## config.mk

```make
export PLATFORM = sky130hd
export DESIGN_NAME = sys_bridge_n
export DESIGN_NICKNAME = d
export VERILOG_FILES = /design/src/rtl/sys_bridge_n.sv
export SDC_FILE = /design/constraint.sdc
export NUM_CORES = 1
export LEC_CHECK = 0
export BUFFER_PORTS_ARGS = -buffer_cell sky130_fd_sc_hd__clkbuf_2
export CAP_MARGIN = 30
export CORE_AREA = 2 2 93 95
export DETAILED_ROUTE_END_ITERATION = 10
export DIE_AREA = 0 0 95 97
export PLACE_DENSITY_LB_ADDON = 0.12
export SLEW_MARGIN = 5
export SYNTH_ARGS = -nofsm -noshare
export SYNTH_HDL_FRONTEND = slang
export SYNTH_SLANG_ARGS = --single-unit
export TNS_END_PERCENT = 30
```

## constraint.sdc

```tcl
create_clock -name clk -period 3.88 [get_ports clk]
set_input_delay 0.776 -clock clk [delete_from_list [all_inputs] [get_ports clk]]
set_output_delay 0.776 -clock clk [all_outputs]
set_load 0.02 [all_outputs]
```

## src/rtl/sys_bridge_n.sv

```systemverilog
// CPU-to-peripheral bridge: NDEV device windows plus an interrupt controller window.
// Optional macro BRIDGE_LEVEL_IRQ_EN: level-sensitive interrupts that bypass the pending register.
module sys_bridge_n #(
  parameter int unsigned NDEV       = 3,
  parameter logic [31:0] BASE       = 32'h00007F00,
  parameter logic [31:0] DEFAULT_RD = 32'h11111111
) (
  input  logic                   clk,
  input  logic                   reset,
  input  logic [31:0]            praddr,
  input  logic [31:0]            prwd,
  input  logic                   prreq,
  input  logic                   prwe,
  output logic [31:0]            prrd,
  output logic                   prready,
  input  logic [32*NDEV-1:0]     dev_rd,
  input  logic [NDEV-1:0]        dev_irq,
  output logic [1:0]             devaddr,
  output logic [31:0]            devwd,
  output logic [NDEV-1:0]        dev_we,
  output logic [5:0]             hwint
);

  typedef enum logic {StIdle, StResp} state_e;

  state_e            state_q, state_d;
  logic [31:0]       prrd_q, prrd_d;
  logic [NDEV-1:0]   mask_q, mask_d;
  logic [15:0]       errcnt_q, errcnt_d;
  logic [NDEV-1:0]   hwint_q, hwint_d;
  logic [NDEV-1:0]   pend_view;

  logic [27:0]       win;
  logic              aligned, ctl_hit, mapped, accept, ctl_wr;
  logic [NDEV-1:0]   hit;
  logic [31:0]       rd_mux;

`ifndef BRIDGE_LEVEL_IRQ_EN
  logic [NDEV-1:0]   irq_q, pend_q, pend_d;
  assign pend_view = pend_q;
`else
  assign pend_view = dev_irq;
`endif

  assign devaddr = praddr[3:2];
  assign devwd   = prwd;
  assign prrd    = prrd_q;
  assign prready = (state_q == StResp);
  assign accept  = (state_q == StIdle) && prreq;
  assign ctl_wr  = accept && prwe && ctl_hit;

  // BASE is 16-byte aligned, so the window index is a difference of the upper bits.
  always_comb begin
    win     = praddr[31:4] - BASE[31:4];
    aligned = (praddr[1:0] == 2'b00);
    hit     = '0;
    rd_mux  = DEFAULT_RD;
    for (int i = 0; i < NDEV; i++) begin
      if (aligned && (win == 28'(i))) begin
        hit[i] = 1'b1;
        rd_mux = dev_rd[32*i +: 32];
      end
    end
    ctl_hit = aligned && (win == 28'(NDEV));
    if (ctl_hit) begin
      unique case (praddr[3:2])
        2'd0:    rd_mux = 32'(pend_view);
        2'd1:    rd_mux = 32'(mask_q);
        2'd2:    rd_mux = 32'(errcnt_q);
        default: rd_mux = 32'h0;
      endcase
    end
    mapped = (|hit) || ctl_hit;
  end

  assign dev_we = (accept && prwe) ? hit : '0;

  always_comb begin
    state_d  = state_q;
    prrd_d   = prrd_q;
    mask_d   = mask_q;
    errcnt_d = errcnt_q;
    unique case (state_q)
      StIdle: begin
        if (prreq) begin
          state_d = StResp;
          prrd_d  = rd_mux;
          if (!mapped && (errcnt_q != 16'hFFFF)) errcnt_d = errcnt_q + 16'd1;
          if (ctl_wr && (praddr[3:2] == 2'd1)) mask_d = prwd[NDEV-1:0];
          if (ctl_wr && (praddr[3:2] == 2'd2)) errcnt_d = 16'h0;
        end
      end
      default: state_d = StIdle;
    endcase
  end

`ifndef BRIDGE_LEVEL_IRQ_EN
  // A rising edge in the same cycle as a write-1-clear keeps the bit set.
  always_comb begin
    pend_d = pend_q;
    if (ctl_wr && (praddr[3:2] == 2'd0)) pend_d = pend_q & ~prwd[NDEV-1:0];
    pend_d = pend_d | (dev_irq & ~irq_q);
  end
  assign hwint_d = pend_q & mask_q;

  always_ff @(posedge clk) begin
    if (reset) begin
      irq_q  <= '0;
      pend_q <= '0;
    end else begin
      irq_q  <= dev_irq;
      pend_q <= pend_d;
    end
  end
`else
  assign hwint_d = dev_irq & mask_q;
`endif

  always_ff @(posedge clk) begin
    if (reset) begin
      state_q  <= StIdle;
      prrd_q   <= '0;
      mask_q   <= '1;
      errcnt_q <= '0;
      hwint_q  <= '0;
    end else begin
      state_q  <= state_d;
      prrd_q   <= prrd_d;
      mask_q   <= mask_d;
      errcnt_q <= errcnt_d;
      hwint_q  <= hwint_d;
    end
  end

  always_comb begin
    hwint             = '0;
    hwint[NDEV-1:0]   = hwint_q;
  end

  always_ff @(posedge clk) begin
    assert (NDEV >= 1 && NDEV <= 6)
      else $error("sys_bridge_n: NDEV=%0d outside 1..6", NDEV);
  end

endmodule

```

**After elaboration in Yosys (flattened, before gate mapping)**

Cells that the tools add are included.

- Bits in read-only memories: 0
- Bits in latches: 0
- Output and inout port bits: 76
- Register bits after elaboration: 61
- Memories: 0
- Memory bits (writable): 0
- Logic and storage cells: 57

- Shift-type cells: 0
- $mul: 0
- Div/mod/pow operators: 0
- Equal/unequal tests: 6
- Magnitude comparators: 0
- Bitwise gates (word level): 7
- Reductions and logical operators: 22
- $add $sub $neg: 2
- Muxes and demuxes: 13

Operators with widths:

| kind | count |
|---|---|
| 2-to-1 mux 32 bit | 4 |
| equality test 28 x 2 -> 1 bit, second input constant | 2 |
| one-hot mux 16 bit (3 select lines) | 1 |
| 2-to-1 mux 16 bit | 2 |
| equality test 28 x 1 -> 1 bit, second input constant | 1 |
| logical NOT 28 bit | 1 |
| subtractor 28 x 11 -> 28 bit, second input constant | 1 |
| adder 16 x 1 -> 16 bit, second input constant | 1 |
| != test 16 bit, second input constant | 1 |
| logical AND 1 bit | 11 |
| AND 3 bit | 3 |
| 2-to-1 mux 3 bit | 2 |
| inverter 3 bit | 2 |
| AND reduction 3 bit | 2 |
| logical NOT 2 bit | 2 |
| 2-to-1 mux 1 bit | 4 |
| OR 3 bit | 1 |
| OR reduction 3 bit | 1 |
| equality test 2 x 1 -> 1 bit, second input constant | 1 |
| equality test 2 bit, second input constant | 1 |
| AND reduction 2 bit | 1 |
| nonzero test 2 bit | 1 |
| OR reduction 2 bit | 1 |
| logical NOT 1 bit | 1 |
| 2 further kinds | 2 |

**Logic depth before layout (Yosys ltp)**

- Depth in word-level cells: 10
- Mapped depth: 9
- Depth with buffers taken out: 7

**Least setup slack after synthesis**

No wires, ideal clock.

- Path kind: input to output
- From: in praddr[9]
- To: out dev_we[0]
- Slack: 564 ps
- Cell stages on the path: 6
- Buffers on the path: 0
- Data required time: 3104 ps
- Arrival: 2540 ps
- Path through: nand4_2 -> or3_1 -> a21oi_4 -> nand3b_1 -> or2_2 -> nor3_1

- Longest elaborated chain between the ends: 5

Ends and longest elaborated chain:

| item | RTL line | text |
|---|---|---|
| start, declared | 10 | `input logic [31:0] praddr,` |
| subtractor 28 x 11 -> 28 bit | 54 | `win = praddr[31:4] - BASE[31:4];` |
| logical NOT 28 bit | 59 | `if (aligned && (win == 28'(i))) begin` |
| logical AND 1 bit | 59 |  |
| 2-to-1 mux 1 bit | 59 |  |
| 2-to-1 mux 3 bit | 76 | `assign dev_we = (accept && prwe) ? hit : '0;` |
| end, declared | 20 | `output logic [NDEV-1:0] dev_we,` |

No other way between the ends.

**Worst setup path in the final report**

- From: in praddr[15]
- To: out dev_we[0]

The elaborated chain is that of the path after synthesis.

==> impl_metrics.yaml <==
pwr:
  swShare: 0.264
  combPwrFrac: 0.138
  p_int_mw: 1.10
  sequentialPowerShare: 0.438
  p_clk_frac: 0.423
  p_leak_nw: 1.88
  peakVddDrop_uv: 301
  p_switching_uw: 394
  powerDensity_mw_per_mm2: 321
sta:
  finalSetupViolCount: 0
  fin_setup_tns_ps: 0
  finClkSkew_ps: 11.9
  max-slew-margin-rel: 0.382
  rsz0062_at_grt: "false"
  period_needed_ps: 3550
  fin_crit_sh: 0.915
  drv_slew: 0
  worstMarginPinSlew_ps: 925
  fmax_mhz: 282
  fin_ws_ps: 330
  finalHoldViolCount: 0
  hold_slack_ps: 451
cts:
  clockBufferDepth: 2
  cts-root-buf: "clkbuf_8"
  cts_tree: "yes"
  post_cts_resized: 0
  ctsHoldBuffers: 0
  cts_made_buffers: 9
  insertion_delay_ps: 340
  cts.sinks: 61
  htreeDepth: 3
  postCtsSetupBuffers: 0
  clk_pin_slew_worst_paths_ps: 70
yosys:
  synth_compound_area_frac: 0.289
  synth-xor-area-share: 0.0116
  yosys.area_share.simple: 0.221
  netlist_area_mm2: 0.00368
  ys_types: 60
  synth_fa_ha_area_frac: 0.00340
  yosys_warnings: 0
  synth_ff_type: "dfxtp_1"
  ys_async_sr_fraction: 0
  synth.avg_cell_area_um2: 8.07
  synth_top_family_by_area: "compound AO/OA/AOI/OAI gates"
  synthMuxAreaShare: 0.0323
  synth_edf_count: 0
  syn_inst: 456
  ys_ff_latch: 61
  yosysSeqAreaShare: 0.332
critical_path:
  crit_path_start_kind: "input pin"
  worstReg2RegStart: "errcnt_q[3]$_SDFFE_PP0P_"
  cp_common_cell: "clkbuf_2"
  cpPeakStageDelay_ps: 510
  crit_type: "input pin to output pin"
  worst-path-max-fanout: 8
  end_kind: "output pin"
  worst_ep_required_time_ps: 3100
  crit_chain: "clkbuf_2, a21boi_0, o21ai_0, o21ai_1, nand3b_1, or2_2, nor3_1, clkbuf_2"
  crit_start: "praddr[15]"
  slowest_stage: "o21ai_1"
  worstPathArrival_ps: 2770
status:
  failed_checks: "DRC"
  status: "finished, violations left"
route:
  via_per_inst: 5.71
  drt_first_pass_iters: 8
  wl_mm: 11.8
  vias: 4040
  post_drt_wl_per_cell_um: 16.6
  drt_drc_violations_left: 1
  drt_iter0_drc: 225
  postRouteAntennaNets: 0
worst_hold_path:
  hp-start: "prrd[17]$_SDFFE_PP0P_"
  hp-class: "register to register"
final_layout:
  area_delta_synth_final_pct: 26.4
  fin_nets: 765
  antenna_cells: 0
  utilization: 0.572
  drive_gt1_frac: 0.380
floorplanning:
  die_y_um: 97
  initial_core_util: 0.452
  die_area_mm2: 0.00922
  coreArea_mm2: 0.00813
  die_w_um: 95
  io_pins: 243
  row_count: 33
placement:
  numPortBuffers: 181
  hpwl_mm: 9.11
  pre_cts_ws_ps: 370
  gp_congestion: 0.837
global_route:
  grt_pass1_vias: 3741
  antenna_found_initial: 0
  grt_max_degree: 24
  globalRoute.totalOverflow: 0
  gr-usage-all-layers: 0.245
  grt_pass1_wl_mm: 17.9
flow_run:
  drv_cap: 0
## cell usage after synthesis (4+ instances only)
cell        n  area (um2)
nor3_1      8        40.0
a211oi_1    4        30.0
nand2b_1    9        56.3
a221oi_1   20         175
nor2b_1    13        81.3
buf_2       4        20.0
clkbuf_1   20        75.1
o22ai_1     7        43.8
a21oi_1    18        90.1
nand2_1    36         135
buf_4      38         285
mux2i_1     4        40.0
o2111ai_1   6        52.6
a22oi_1    13        97.6
nand3_1    14        70.1
o21ai_1    26         130
or3_1      14        87.6
inv_1       6        22.5
o21ai_0    40         200
nor2_1     27         101
nand4_1     4        25.0
dfxtp_1    61        1220
mux2_2      7        78.8
## critical path, delay by kind of cell
kind | cells | cell delay (ps)
and+or+nand+nor | 3 | 740
buffers and inverters | 2 | 350
AOI/OAI and AO/OA | 3 | 900
## metal layers
metal | wire [um] | global-route usage
met1 | 4930 | 0.313
met2 | 5840 | 0.418
met3 | 788 | 0.0397
met4 | 204 | 0.0758
met5 | 0 | 0
## layout by cell type, fill, tap and decap left out, types with 3 or more instances in the layout
master,instances
a211o_1,3
a221oi_1,20
a22oi_1,13
o21ai_1,26
nor2b_1,13
mux2_2,7
nand4_1,4
o2bb2ai_1,3
nor4_1,3
a21oi_1,18
nand3b_1,3
clkbuf_2,181
nor3_1,6
inv_1,6
nand2_1,36
nor3_2,3
nor2_1,26
nand2b_1,9
o21ai_0,40
o2111ai_2,3
o22ai_1,7
conb_1,3
nand3_1,14
dfxtp_1,61
buf_4,9
a211oi_1,4
a311oi_1,3
or3_1,14
mux2i_1,4
o2111ai_1,6
clkbuf_8,9
## power groups by stage
stage               Combinational (mW)  Clock, mW  Sequential [mW]
floorplan                        0.131          0            0.678
CTS                              0.207      0.644            0.654
global route                     0.226      0.673            0.655
global placement                 0.203          0            0.668
detailed placement               0.205          0            0.669
finish                           0.206      0.632            0.654
## cell families after synthesis
| group | after synthesis |
|---|---|
| buffers and inverters | 69 |
| AOI/OAI and AO/OA | 159 |
| other | 1 |
| adders and majority gates | 1 |
| DFF | 61 |
| xor gates and xnor gates | 4 |
| muxes | 11 |
| and+or+nand+nor | 150 |
## final cells by class
| class | instances | area [um2] |
|---|---|---|
| Inverter | 6 | 22.5 |
| Clock buffer | 10 | 128 |
| Timing Repair Buffer | 191 | 985 |
| Multi-Input combinational cell | 328 | 2080 |
| Fill cell | 806 | 3480 |
| Sequential cell | 61 | 1220 |
| Tap cell | 105 | 131 |
| Clock inverter | 6 | 86.3 |
## metrics by stage
step                instance area (um2)  power [mW]  instances
floorplan                          3690       0.810        458
global placement                   4430       0.872        690
detailed placement                 4440       0.874        691
CTS                                4650        1.50        707
global route                       4650        1.55        707
finish                             4650        1.49        707
## sequential cells by signal (all words and copies together) (netlist names)
| register | flops |
|---|---|
| prrd | 32 |
| hwint_q | 3 |
| errcnt_q | 16 |
| prready | 1 |
| mask_q | 3 |
| irq_q | 3 |
| pend_q | 3 |
## worst paths after layout
kind / slack (ps) / to / cells after the start
worst max-delay path: 330 / dev_we[0] / 8
worst min-delay path: 450 / prrd[17]$_SDFFE_PP0P_ / 2
worst max register to register: 1600 / errcnt_q[13]$_SDFFE_PP0P_ / 7
worst min register to register: 450 / prrd[17]$_SDFFE_PP0P_ / 2
(Power assumes the default switching activity.)
